<file path="config.mk">
export PLATFORM = sky130hd
export DESIGN_NAME = universal_shift_transmitter
export DESIGN_NICKNAME = d
export VERILOG_FILES = /design/src/rtl/universal_shift_transmitter.sv
export SDC_FILE = /design/constraint.sdc
export NUM_CORES = 1
export LEC_CHECK = 0
export ABC_AREA = 1
export CELL_PAD_IN_SITES_DETAIL_PLACEMENT = 1
export CELL_PAD_IN_SITES_GLOBAL_PLACEMENT = 1
export CORE_UTILIZATION = 26
export CTS_CLUSTER_DIAMETER = 200
export CTS_CLUSTER_SIZE = 25
export DETAILED_ROUTE_END_ITERATION = 7
export GPL_TIMING_DRIVEN = 0
export PLACE_DENSITY = 0.76
export SYNTH_ARGS = -nofsm -noshare
export SYNTH_HDL_FRONTEND = slang
export SYNTH_SLANG_ARGS = --single-unit
</file>
<file path="constraint.sdc">
create_clock -name clk -period 1.2 [get_ports clk]
set_clock_uncertainty 0.2 [all_clocks]
set_input_delay 0.18 -clock clk [delete_from_list [all_inputs] [get_ports clk]]
set_output_delay 0.18 -clock clk [all_outputs]
set_load 0.02 [all_outputs]
</file>
<file path="src/rtl/universal_shift_transmitter.sv">
// Parallel-in, serial-out transmitter: accepts a WIDTH-bit word over valid/ready and
// shifts it out one bit per bit_en strobe. Define UNIV_SHIFT_TX_PARITY_EN to append an even-parity bit.
module universal_shift_transmitter #(
    parameter int WIDTH     = 4,
    parameter int MSB_FIRST = 0
) (
    input  logic             clk,
    input  logic             reset,
    input  logic             load_valid,
    input  logic [WIDTH-1:0] load_data,
    output logic             load_ready,
    input  logic             bit_en,
    output logic             serial_out,
    output logic             serial_valid,
    output logic             busy,
    output logic             done
);

    localparam int CW = $clog2(WIDTH);
    localparam logic [CW-1:0] LAST = CW'(WIDTH - 1);

`ifdef UNIV_SHIFT_TX_PARITY_EN
    typedef enum logic [1:0] {IDLE, SHIFT, PARITY} state_t;
`else
    typedef enum logic [1:0] {IDLE, SHIFT} state_t;
`endif

    state_t           state_q, state_d;
    logic [WIDTH-1:0] shreg_q, shreg_d;
    logic [CW-1:0]    cnt_q, cnt_d;
    logic             serial_out_q, serial_out_d;
    logic             serial_valid_q, serial_valid_d;
    logic             busy_q, busy_d;
    logic             done_q, done_d;
`ifdef UNIV_SHIFT_TX_PARITY_EN
    logic             parity_q, parity_d;
`endif

    assign load_ready   = (state_q == IDLE);
    assign serial_out   = serial_out_q;
    assign serial_valid = serial_valid_q;
    assign busy         = busy_q;
    assign done         = done_q;

    always_ff @(posedge clk or posedge reset) begin
        if (reset) begin
            state_q        <= IDLE;
            shreg_q        <= '0;
            cnt_q          <= '0;
            serial_out_q   <= 1'b0;
            serial_valid_q <= 1'b0;
            busy_q         <= 1'b0;
            done_q         <= 1'b0;
`ifdef UNIV_SHIFT_TX_PARITY_EN
            parity_q       <= 1'b0;
`endif
        end else begin
            state_q        <= state_d;
            shreg_q        <= shreg_d;
            cnt_q          <= cnt_d;
            serial_out_q   <= serial_out_d;
            serial_valid_q <= serial_valid_d;
            busy_q         <= busy_d;
            done_q         <= done_d;
`ifdef UNIV_SHIFT_TX_PARITY_EN
            parity_q       <= parity_d;
`endif
        end
    end

    // The shift register holds only the bits not yet on serial_out.
    always_comb begin
        state_d        = state_q;
        shreg_d        = shreg_q;
        cnt_d          = cnt_q;
        serial_out_d   = serial_out_q;
        serial_valid_d = serial_valid_q;
        busy_d         = busy_q;
        done_d         = 1'b0;
`ifdef UNIV_SHIFT_TX_PARITY_EN
        parity_d       = parity_q;
`endif
        case (state_q)
            IDLE: begin
                if (load_valid) begin
                    state_d        = SHIFT;
                    cnt_d          = '0;
                    serial_valid_d = 1'b1;
                    busy_d         = 1'b1;
                    if (MSB_FIRST != 0) begin
                        serial_out_d = load_data[WIDTH-1];
                        shreg_d      = load_data << 1;
                    end else begin
                        serial_out_d = load_data[0];
                        shreg_d      = load_data >> 1;
                    end
`ifdef UNIV_SHIFT_TX_PARITY_EN
                    parity_d = ^load_data;
`endif
                end
            end
            SHIFT: begin
                if (bit_en) begin
                    if (cnt_q == LAST) begin
`ifdef UNIV_SHIFT_TX_PARITY_EN
                        state_d      = PARITY;
                        serial_out_d = parity_q;
`else
                        state_d        = IDLE;
                        serial_out_d   = 1'b0;
                        serial_valid_d = 1'b0;
                        busy_d         = 1'b0;
                        done_d         = 1'b1;
`endif
                    end else begin
                        cnt_d = cnt_q + CW'(1);
                        if (MSB_FIRST != 0) begin
                            serial_out_d = shreg_q[WIDTH-1];
                            shreg_d      = shreg_q << 1;
                        end else begin
                            serial_out_d = shreg_q[0];
                            shreg_d      = shreg_q >> 1;
                        end
                    end
                end
            end
`ifdef UNIV_SHIFT_TX_PARITY_EN
            PARITY: begin
                if (bit_en) begin
                    state_d        = IDLE;
                    serial_out_d   = 1'b0;
                    serial_valid_d = 1'b0;
                    busy_d         = 1'b0;
                    done_d         = 1'b1;
                end
            end
`endif
            default: begin
                state_d = IDLE;
            end
        endcase
    end

endmodule

</file>
==> metrics, run 1 <==
status=finished, violations left; failing checks=negative hold slack, negative setup slack; crit-path cells=buf_6 > inv_6 > buf_6 > nand2_8 > nand2_8 > nand2_8 > nand2_2 > nand2_2; Register-to-Register Path Depth=8; XOR/XNOR Fraction of Synth Area=0%; CTS Buf Count=3; delay-heaviest family, CP=flip-flops; port buffer count=12; Adder-Cell Fraction of Synth Area=3.16%; global route overflow=0; post-synthesis simple-gate area fraction=38.9%; post-synthesis compound-gate area fraction=2.53%; setup repair after global routing missed its margin=yes; crit path time final=between 1 and 1.5 ns; Worst Path Arrival=1.34 ns; total wire length=1.27 mm; RR Startpoint=busy; layout cell share with drive strength beyond 1=49.3%; n_diodes=0; mean post-synth cell area=around 8.1 µm²; WS Path Type=register to register; largest family of logic cells by synthesized area=simple AND/OR/NAND/NOR gates; Mapped Area=around 400 µm²; Crit path largest cell delay=0.42 ns; Final Hold Viols=8; full die area=0.00168 mm²; largest net degree at the start of global routing=9; global-route wire length before repair=1.65 mm; Initial DRC Count=12; Clk Latency, worst-skew pair=0.27 ns; fmax=0.725 GHz; post-synthesis sequential area ratio=50.6%; multiplexer area fraction after synthesis=0%; YS warnings=0; Distinct cells, synth=12; slowest cell on the critical path=dfrtp_2; Slew HR=78.9%; initial antenna violation count=0; Via Count=436; utilization after layout=a little over half; number of global-route vias before repair=approximately 390; Die Wd=~41 µm; DP Cell Count=76; DP HPWL=about 740 µm; post-route insts no fill=90; CTS root buffer=clkbuf_4; Synth Instances=49; worst flop-to-flop path endpoint=cnt_q[1]; WP data required=1.16 ns; peak supply drop=958 µV; CTS Sinks=8; Final Hold Slack=-0.0430 ns; Leakage=0.364 nW; worst-path maximum fanout=6; Row Count=13; CP Launch Type=register; CP endpoint kind=register; H-tree levels=1; worst hold path type=primary input to async pin; TritonRoute pass-1 iters=4; IO Pins=13; Synth Register Bits=8; setup violators final=10; worst-margin pin slew=0.316 ns; Max-Cap Viols=0; PD cells=about 2400 mW/mm²; CTS tree=built; Residual DRC=0; routed wire length per instance=approximately 14 µm; Crit path top cell by count=nand2_8; Max clock buf depth=2; FF-to-FF setup slack=-0.18 ns; final net count=85; Clock transition at path regs=about 0.070 ns; Final GP Congestion=around 0.71; syn nets=58; Avg Vias per Cell=approximately 4.8; core area=between 0.001 and 0.0015 mm²; Tcrit/Tclk final=115%; GRT Util Overall=16.5%; Routed Antenna Nets=0; Design Power=1.80 mW; initial core utilization=29.3%; Buffers & Inverters on Critical Path=3; Die Span Y=41.0 µm; area grow syn2layout=86.7%; Setup WS post-layout=-0.179 ns; count of final max-slew check failures=0
==> synth_stat cells <==
cell,n,share of area (%)
nand3_1,3,3.8
nand2_4,2,5.7
nand2_1,24,23
ha_1,1,3.2
nand2_2,2,3.2
inv_2,1,0.95
dfrtp_1,8,51
buf_4,1,1.9
inv_1,2,1.9
nand4_1,1,1.6
nor2_1,2,1.9
o21ai_1,2,2.5
==> worst max-delay path by stage <==
stage	from	end	slack, ns	depth (start not counted)
floorplan	busy	cnt_q[1]	-0.03	6
global placement	busy	load_ready	-0.41	2
detailed placement	busy	load_ready	-0.40	2
CTS	busy	load_ready	-0.16	3
global route	busy	shreg_q[0]	-0.25	8
finish	busy	cnt_q[1]	-0.18	8
==> kinds of logic after synthesis <==
| kind of cell | after synthesis |
|---|---|
| compound gates | 2 |
| fa+ha+maj | 1 |
| buf+inv | 4 |
| flops | 8 |
| simple gates | 34 |
==> area by class of cell <==
type	count	area (µm²)
buffer	1	7.51
clock buffer	4	26.3
fill	150	612
inverter	3	16.3
multi-input combinational	37	259
sequential	8	201
tap	15	18.8
timing repair buffer	22	209
==> registers in the layout, summed over array words and instances (netlist names) <==
signal and cells:
serial_out 1, busy 1, shreg_q 3, done 1, cnt_q 2
==> power by group <==
part / internal, mW / switching, mW
Combinational: 0.536 / 0.561
Sequential: 0.374 / 0.0856
Clock: 0.129 / 0.116
==> layer usage <==
metal | part of all wire, % | routed length [µm] | GRT usage (%)
met5 | 0 | 0 | 0
met3 | 3.5 | 45 | 4.89
met2 | 56 | 711 | 26.6
met1 | 38 | 484 | 17.8
met4 | 2.1 | 27 | 12.5
==> cell usage in the layout, fill, tap and decap left out <==
cell and instances:
dfrtp_1 7, nand2_1 17, buf_4 8, clkdlybuf4s50_1 7, clkbuf_4 3, nand2_4 1, ha_2 1, nand3_2 1
inv_6 1, nand2_8 4, nand3_1 2, buf_2 2, clkbuf_1 1, buf_6 5, nand2_2 6, nor2_1 2
dfrtp_2 1, inv_2 1, o21ai_2 2, nand4_1 1, inv_1 1, buf_12 1
==> metrics by stage <==
step	setup TNS, ns	cell area [µm²]	hold WS [ns]	setup slack (ns)
4_1_cts	-1.20	647	-0.0326	-0.162
3_5_place_dp	-2.90	543	0.254	-0.399
3_3_place_gp	-2.64	543	0.249	-0.409
2_1_floorplan	-0.145	404	-0.204	-0.0295
5_1_grt	-1.95	738	0.00672	-0.250
6_report	-1.39	738	-0.0430	-0.179
==> repair_timing <==
item                                    4_1_cts  5_1_grt
endpoints found under the setup margin       12       12
setup buffers                                 6        4
endpoints found under the hold margin         8        0
pin swaps                                     0        5
resized for setup                            33       14
No activity file was read; power rests on OpenSTA's default activity.
==> inputs of run 2 (changes only) <==
--- a/config.mk
+++ b/config.mk
@@ -14,6 +14,7 @@
 export DETAILED_ROUTE_END_ITERATION = 7
 export GPL_TIMING_DRIVEN = 0
 export PLACE_DENSITY = 0.76
+export SETUP_SLACK_MARGIN = 0.4
 export SYNTH_ARGS = -nofsm -noshare
 export SYNTH_HDL_FRONTEND = slang
 export SYNTH_SLANG_ARGS = --single-unit
==> run 2 against run 1 <==
The run still ends with negative hold slack, negative setup slack left. Global-route usage rose by 2.1 points. Count of clock-buffer cells in the layout did not move. Combinational power fell by 5%. Maximum frequency barely moved. Largest cell class unchanged. Clock power fell by 5%. First-iteration DRC count fell by 83%. Critical path type is now register to output port. Sequential cell count did not move. Core utilization fell by 1.1 points. Sequential power rose by 4%.
==> metrics, run 2 (synthesis gave the netlist of run 1 again) <==
status=finished, violations left (unchanged); failing checks=negative hold slack, negative setup slack (unchanged); Clk Latency, worst-skew pair=0.27 ns (about the same); CTS tree=built (unchanged); Leakage=0.349 nW (was 0.364 nW); most frequent cells in the layout=16 x nand2_1, 8 x buf_6, 7 x nand2_2, 7 x clkdlybuf4s50_1, 6 x dfrtp_1 (was 17 x nand2_1, 8 x buf_4, 7 x dfrtp_1, 7 x clkdlybuf4s50_1, 6 x nand2_2); Final Hold Viols=8 (unchanged); GRT Util Overall=18.5% (was 16.5%); CTS root buffer=clkbuf_4 (unchanged); n_diodes=0 (unchanged); Final GP Congestion=0.654 (was 0.714); DP HPWL=792 µm (was 740 µm); RR Startpoint=busy (unchanged); worst-path maximum fanout=4 (was 6); Tcrit/Tclk final=115% (about the same); PD cells=2410 mW/mm² (was 2440 mW/mm²); commonest non-fill, non-tap cell in the layout=nand2_1 (unchanged); filler instances=159 (was 150); Crit path largest cell delay=0.42 ns (about the same); TritonRoute pass-1 iters=2 (was 4); worst hold path type=primary input to async pin (unchanged); Worst Path Arrival=1.00 ns (was 1.34 ns); Final Cell Area=723 µm² (was 738 µm²); Row Count=13 (unchanged); Max-Cap Viols=0 (unchanged); initial core utilization=29.3% (unchanged); setup violators final=10 (unchanged); number of flip-flops in the largest register=3 (unchanged); Die Span Y=41.0 µm (unchanged); pre-CTS WS=-0.389 ns (was -0.399 ns); count of final max-slew check failures=0 (unchanged); Crit path top cell by count=buf_6 (was nand2_8); total wire length=1.30 mm (was 1.27 mm); worst-margin pin slew=0.340 ns (was 0.316 ns); Biggest register=shreg_q (unchanged); area grow syn2layout=82.9% (was 86.7%); global route overflow=0 (unchanged); Routed Antenna Nets=0 (unchanged); core area=0.00135 mm² (unchanged); Avg Vias per Cell=4.62 (was 4.84); Slew HR=77.3% (was 78.9%); number of global-route vias before repair=394 (was 385); biggest regs=shreg_q: 3 flops, cnt_q: 2 flops (unchanged); routed wire length per instance=15.2 µm (was 14.1 µm); CP endpoint kind=output port (was register); Max clock buf depth=2 (unchanged); full die area=0.00168 mm² (unchanged); initial antenna violation count=0 (unchanged); layout cell share with drive strength beyond 1=49.3% (about the same); Via Count=397 (was 436); final net count=81 (was 85); crit path time final=1.38 ns (about the same); peak supply drop=1050 µV (was 958 µV); Die Wd=41.0 µm (unchanged); CTS Sinks=8 (unchanged); Placed Area=547 µm² (was 543 µm²); sum of negative setup slack=-1.37 ns (was -1.39 ns); WP data required=0.82 ns (was 1.16 ns); global-route wire length before repair=1.81 mm (was 1.65 mm); Register-to-Register Path Depth=7 (was 8); CP Launch Type=register (unchanged); largest net degree at the start of global routing=9 (unchanged); crit-path cells=buf_6 > inv_8 > buf_6 (was buf_6 > inv_6 > buf_6 > nand2_8 > nand2_8 > nand2_8 > nand2_2 > nand2_2); slowest cell on the critical path=dfrtp_2 (unchanged); Residual DRC=0 (unchanged); setup repair after global routing missed its margin=yes (unchanged); WS Path Type=register to output port (was register to register); IO Pins=13 (unchanged); port buffer count=12 (unchanged); Final Hold Slack=-0.0297 ns (was -0.0430 ns); worst flop-to-flop path endpoint=shreg_q[0] (was cnt_q[1]); FF-to-FF setup slack=-0.17 ns (was -0.18 ns); Clock transition at path regs=0.06 ns (was 0.07 ns); H-tree levels=1 (unchanged); Initial DRC Count=2 (was 12); CTS Buf Count=3 (unchanged); Setup WS post-layout=-0.178 ns (was -0.179 ns); fmax=0.726 GHz (was 0.725 GHz)
==> run 2: changes by cell type in the layout (fill, tap and decap cells not counted), sizes merged <==
cell  delta
buf      -4
==> run 2: worst max path at each step <==
stage	endpoint	depth (start not counted)	start	slack (ns)
2_1_floorplan	cnt_q[1]	6	busy	-0.03
3_3_place_gp	load_ready	2	busy	-0.39
3_5_place_dp	load_ready	2	busy	-0.39
4_1_cts	load_ready	3	busy	-0.17
5_1_grt	load_ready	3	busy	-0.22
6_report	load_ready	3	busy	-0.18
==> run 2: critical path, delay by kind of cell (launching register included) <==
| family | cells | cell delay [ns] |
|---|---|---|
| DFF | 1 | 0.42 |
| buffers and inverters | 3 | 0.31 |
==> run 2: layout make-up <==
cell class	count	area, µm²	area share, %
plain buffers	1	7.51	1.04
clock buffers	4	26.3	3.63
inverters	3	18.8	2.60
multi-input cells	37	269	37.2
flip-flops and latches	8	203	28.0
well taps	15	18.8	2.60
repair buffers	18	180	24.9
==> run 2: routing by layer <==
metal	wire [µm]	vias to the layer above	part of all wire [%]	GRT usage, %
li1	-	199	-	-
met1	462	183	35	19.9
met5	0	-	0	0
met4	23	0	1.8	7.50
met2	759	10	58	31.3
met3	57	5	4.4	8.15
==> run 2: per-stage QoR <==
stage | instances | total power, mW | utilization, %
3_5_place_dp | 76 | 1.10 | 40.5
4_1_cts | 85 | 1.57 | 48.6
5_1_grt | 86 | 1.87 | 53.6
6_report | 86 | 1.75 | 53.6
3_3_place_gp | 76 | 1.07 | 40.5
2_1_floorplan | 49 | 0.858 | -
==> run 2: what timing repair did <==
action	in CTS	in global routing
gates resized for setup	41	11
pin swaps	5	2
cloned	0	0
endpoints found under the setup margin	13	13
setup buffers	5	1
hold endpoints to repair	8	0
==> run 2: power breakdown <==
part	internal, mW	total [mW]	switching, mW	leakage, nW
Combinational	0.493	1.04	0.543	0.234
Clock	0.128	0.233	0.105	0.0150
Sequential	0.377	0.477	0.0999	0.0999
==> RTL edit, RTL diff (config.mk and constraints of run 1) <==
Build with the macro `UNIV_SHIFT_TX_PARITY_EN` defined.
--- a/src/rtl/universal_shift_transmitter.sv
+++ b/src/rtl/universal_shift_transmitter.sv
@@ -1,5 +1,7 @@
 // Parallel-in, serial-out transmitter: accepts a WIDTH-bit word over valid/ready and
 // shifts it out one bit per bit_en strobe. Define UNIV_SHIFT_TX_PARITY_EN to append an even-parity bit.
+`define UNIV_SHIFT_TX_PARITY_EN
+
 module universal_shift_transmitter #(
     parameter int WIDTH     = 4,
     parameter int MSB_FIRST = 0
Behaviour: not the same (a bounded check fails within 10 cycles, from zero or initial values and one cycle with reset high).
==> RTL edit against run 1 <==
  * Clock power rose by 12%
  * Final area increased by 66%
  * Setup slack lost 0.17 ns
  * Power rose by 78%
  * Area after synthesis grew 93%
  * Sequential cell count grew 3
  * Worst hold slack improved by 0.041 ns
  * Utilization decreased by 11 points
  * Critical endpoint is now shreg_q[1]
  * The run still ends with negative hold slack, negative setup slack left
  * Count of clock-buffer cells in the layout did not move
  * Largest cell class unchanged
  * Die area rose by 88%
  * Combinational power rose by 110%
  * Routed wire length increased by 80%
==> RTL edit: results (changes against run 1) <==
* Worst-path clk slew at 0.08 ns
* All-Layer GR Usage at 0.138 (was 0.165)
* Pint at 0.00176 W (was 0.00104 W)
* Initial antenna violation count at 0 (unchanged)
* HP Class: input port to async pin (unchanged)
* Netlist cell types at 17 (was 12)
* First-pass GRT wire length at 3.30 mm (was 1.65 mm)
* RePlAce Congestion at 0.743 (was 0.714)
* Post-synth top cells: 46 x nand2_1, 18 x inv_1, 11 x dfrtp_1 (was 24 x nand2_1, 8 x dfrtp_1, 3 x nand3_1)
* DP Area at 967 um2 (was 543 um2)
* Post-Syn Area per Cell at 7.14 um2 (was 8.07 um2)
* Biggest regs: shreg_q: 3 flops, cnt_q: 2 flops, state_q: 2 flops (was shreg_q: 3 flops, cnt_q: 2 flops)
* Vias in the first global route at 774 (was 385)
* Nets at 153 (was 85)
* Endpoints failing setup at 14 (was 10)
* Final WS setup at -0.346 ns (was -0.179 ns)
* Tightest Pin Transition at 0.452 ns (was 0.316 ns)
* WP data arrival at 1.52 ns (was 1.34 ns)
* H-tree levels at 1 (unchanged)
* Post-DP HPWL at 1.30 mm (was 740 um)
* Avg WL per Cell at 13.7 um (was 14.1 um)
* CP max FO at 5 (was 6)
* Post-place setup slack at -0.546 ns (was -0.399 ns)
* Worst setup path endpoint: shreg_q[1] (was cnt_q[1])
* Largest net degree at the start of global routing at 12 (was 9)
* Sequential power share at 0.209 (was 0.255)
* Syn_nets at 123 (was 58)
* Pleak at 0.619 nW (was 0.364 nW)
* Maximum vdd drop at 0.00139 V (was 0.000958 V)
* YS warnings at 0 (unchanged)
* Sequential area share after synthesis at 0.360 (was 0.506)
* Initial DRC Count at 4 (was 12)
* Post-CTS setup buffers at 6 (unchanged)
* P_comb at 0.00226 W (was 0.00110 W)
* Total Routed Length at 2.28 mm (was 1.27 mm)
* Area contributors post-synth: dfrtp_1 36%, nand2_1 23%, ha_1 13%, inv_1 8.8%, o21ai_1 3.9% (was dfrtp_1 51%, nand2_1 23%, nand2_4 5.7%, nand3_1 3.8%, ha_1 3.2%)
* Hold WS at -0.00157 ns (was -0.0430 ns)
* Crit-path max cell delay at 0.45 ns (was 0.42 ns)
* Via-to-Cell Ratio at 4.67 (was 4.84)
* Fin. Hold Viols at 6 (was 8)
* Comb pwr share at 0.705 (was 0.609)
* Max Buffers Root-to-Sink at 2 (unchanged)
* Crit-path leading delay family: flip-flops (unchanged)
* DRT Pass-1 Iters at 3 (was 4)
* Share of cells above drive strength 1 at 0.412 (was 0.493)
* Fillers at 333 (was 150)
* I/O Buffers at 12 (unchanged)
* CTS resizes at 44 (was 33)
* Status: finished with violations (unchanged)
* Setup slack, reg-to-reg at -0.35 ns (was -0.18 ns)
* Failing checks: negative hold slack, negative setup slack (unchanged)
* Setup TNS at -3.29 ns (was -1.39 ns)
* Worst r2r src: state_q[0] (was busy)
## RTL edit: cell count changes after synthesis, sizes merged, moves of 3 or more
cell / run 1 / this run
nand2: 28 / 48
ha: 1 / 8
inv: 3 / 19
or2: 0 / 3
o21ai: 2 / 12
dfrtp: 8 / 11
## RTL edit: per-layer routing
metal / vias up / share of wire / GRT usage
met3: 6 / 0.013 / 0.00698
li1: 381 / - / -
met4: 0 / 0.047 / 0.105
met2: 14 / 0.55 / 0.236
met1: 379 / 0.39 / 0.160
met5: - / 0 / 0
## RTL edit: logic make-up after synthesis
kind of cell             Yosys count  synth area share
AO/OA/AOI/OAI                     12            0.0982
adder cells (fa/ha/maj)            8             0.131
flip-flops                        11             0.360
buffers and inverters             20             0.103
AND/OR/NAND/NOR                   56             0.308
## RTL edit: layout make-up
type	instances	area, um2	area share
timing repair buffer	24	238	0.194
clock buffer	4	26.3	0.0215
multi-input combinational	77	551	0.450
tap	31	38.8	0.0317
sequential	11	278	0.227
buffer	1	11.3	0.00920
inverter	19	81.3	0.0665
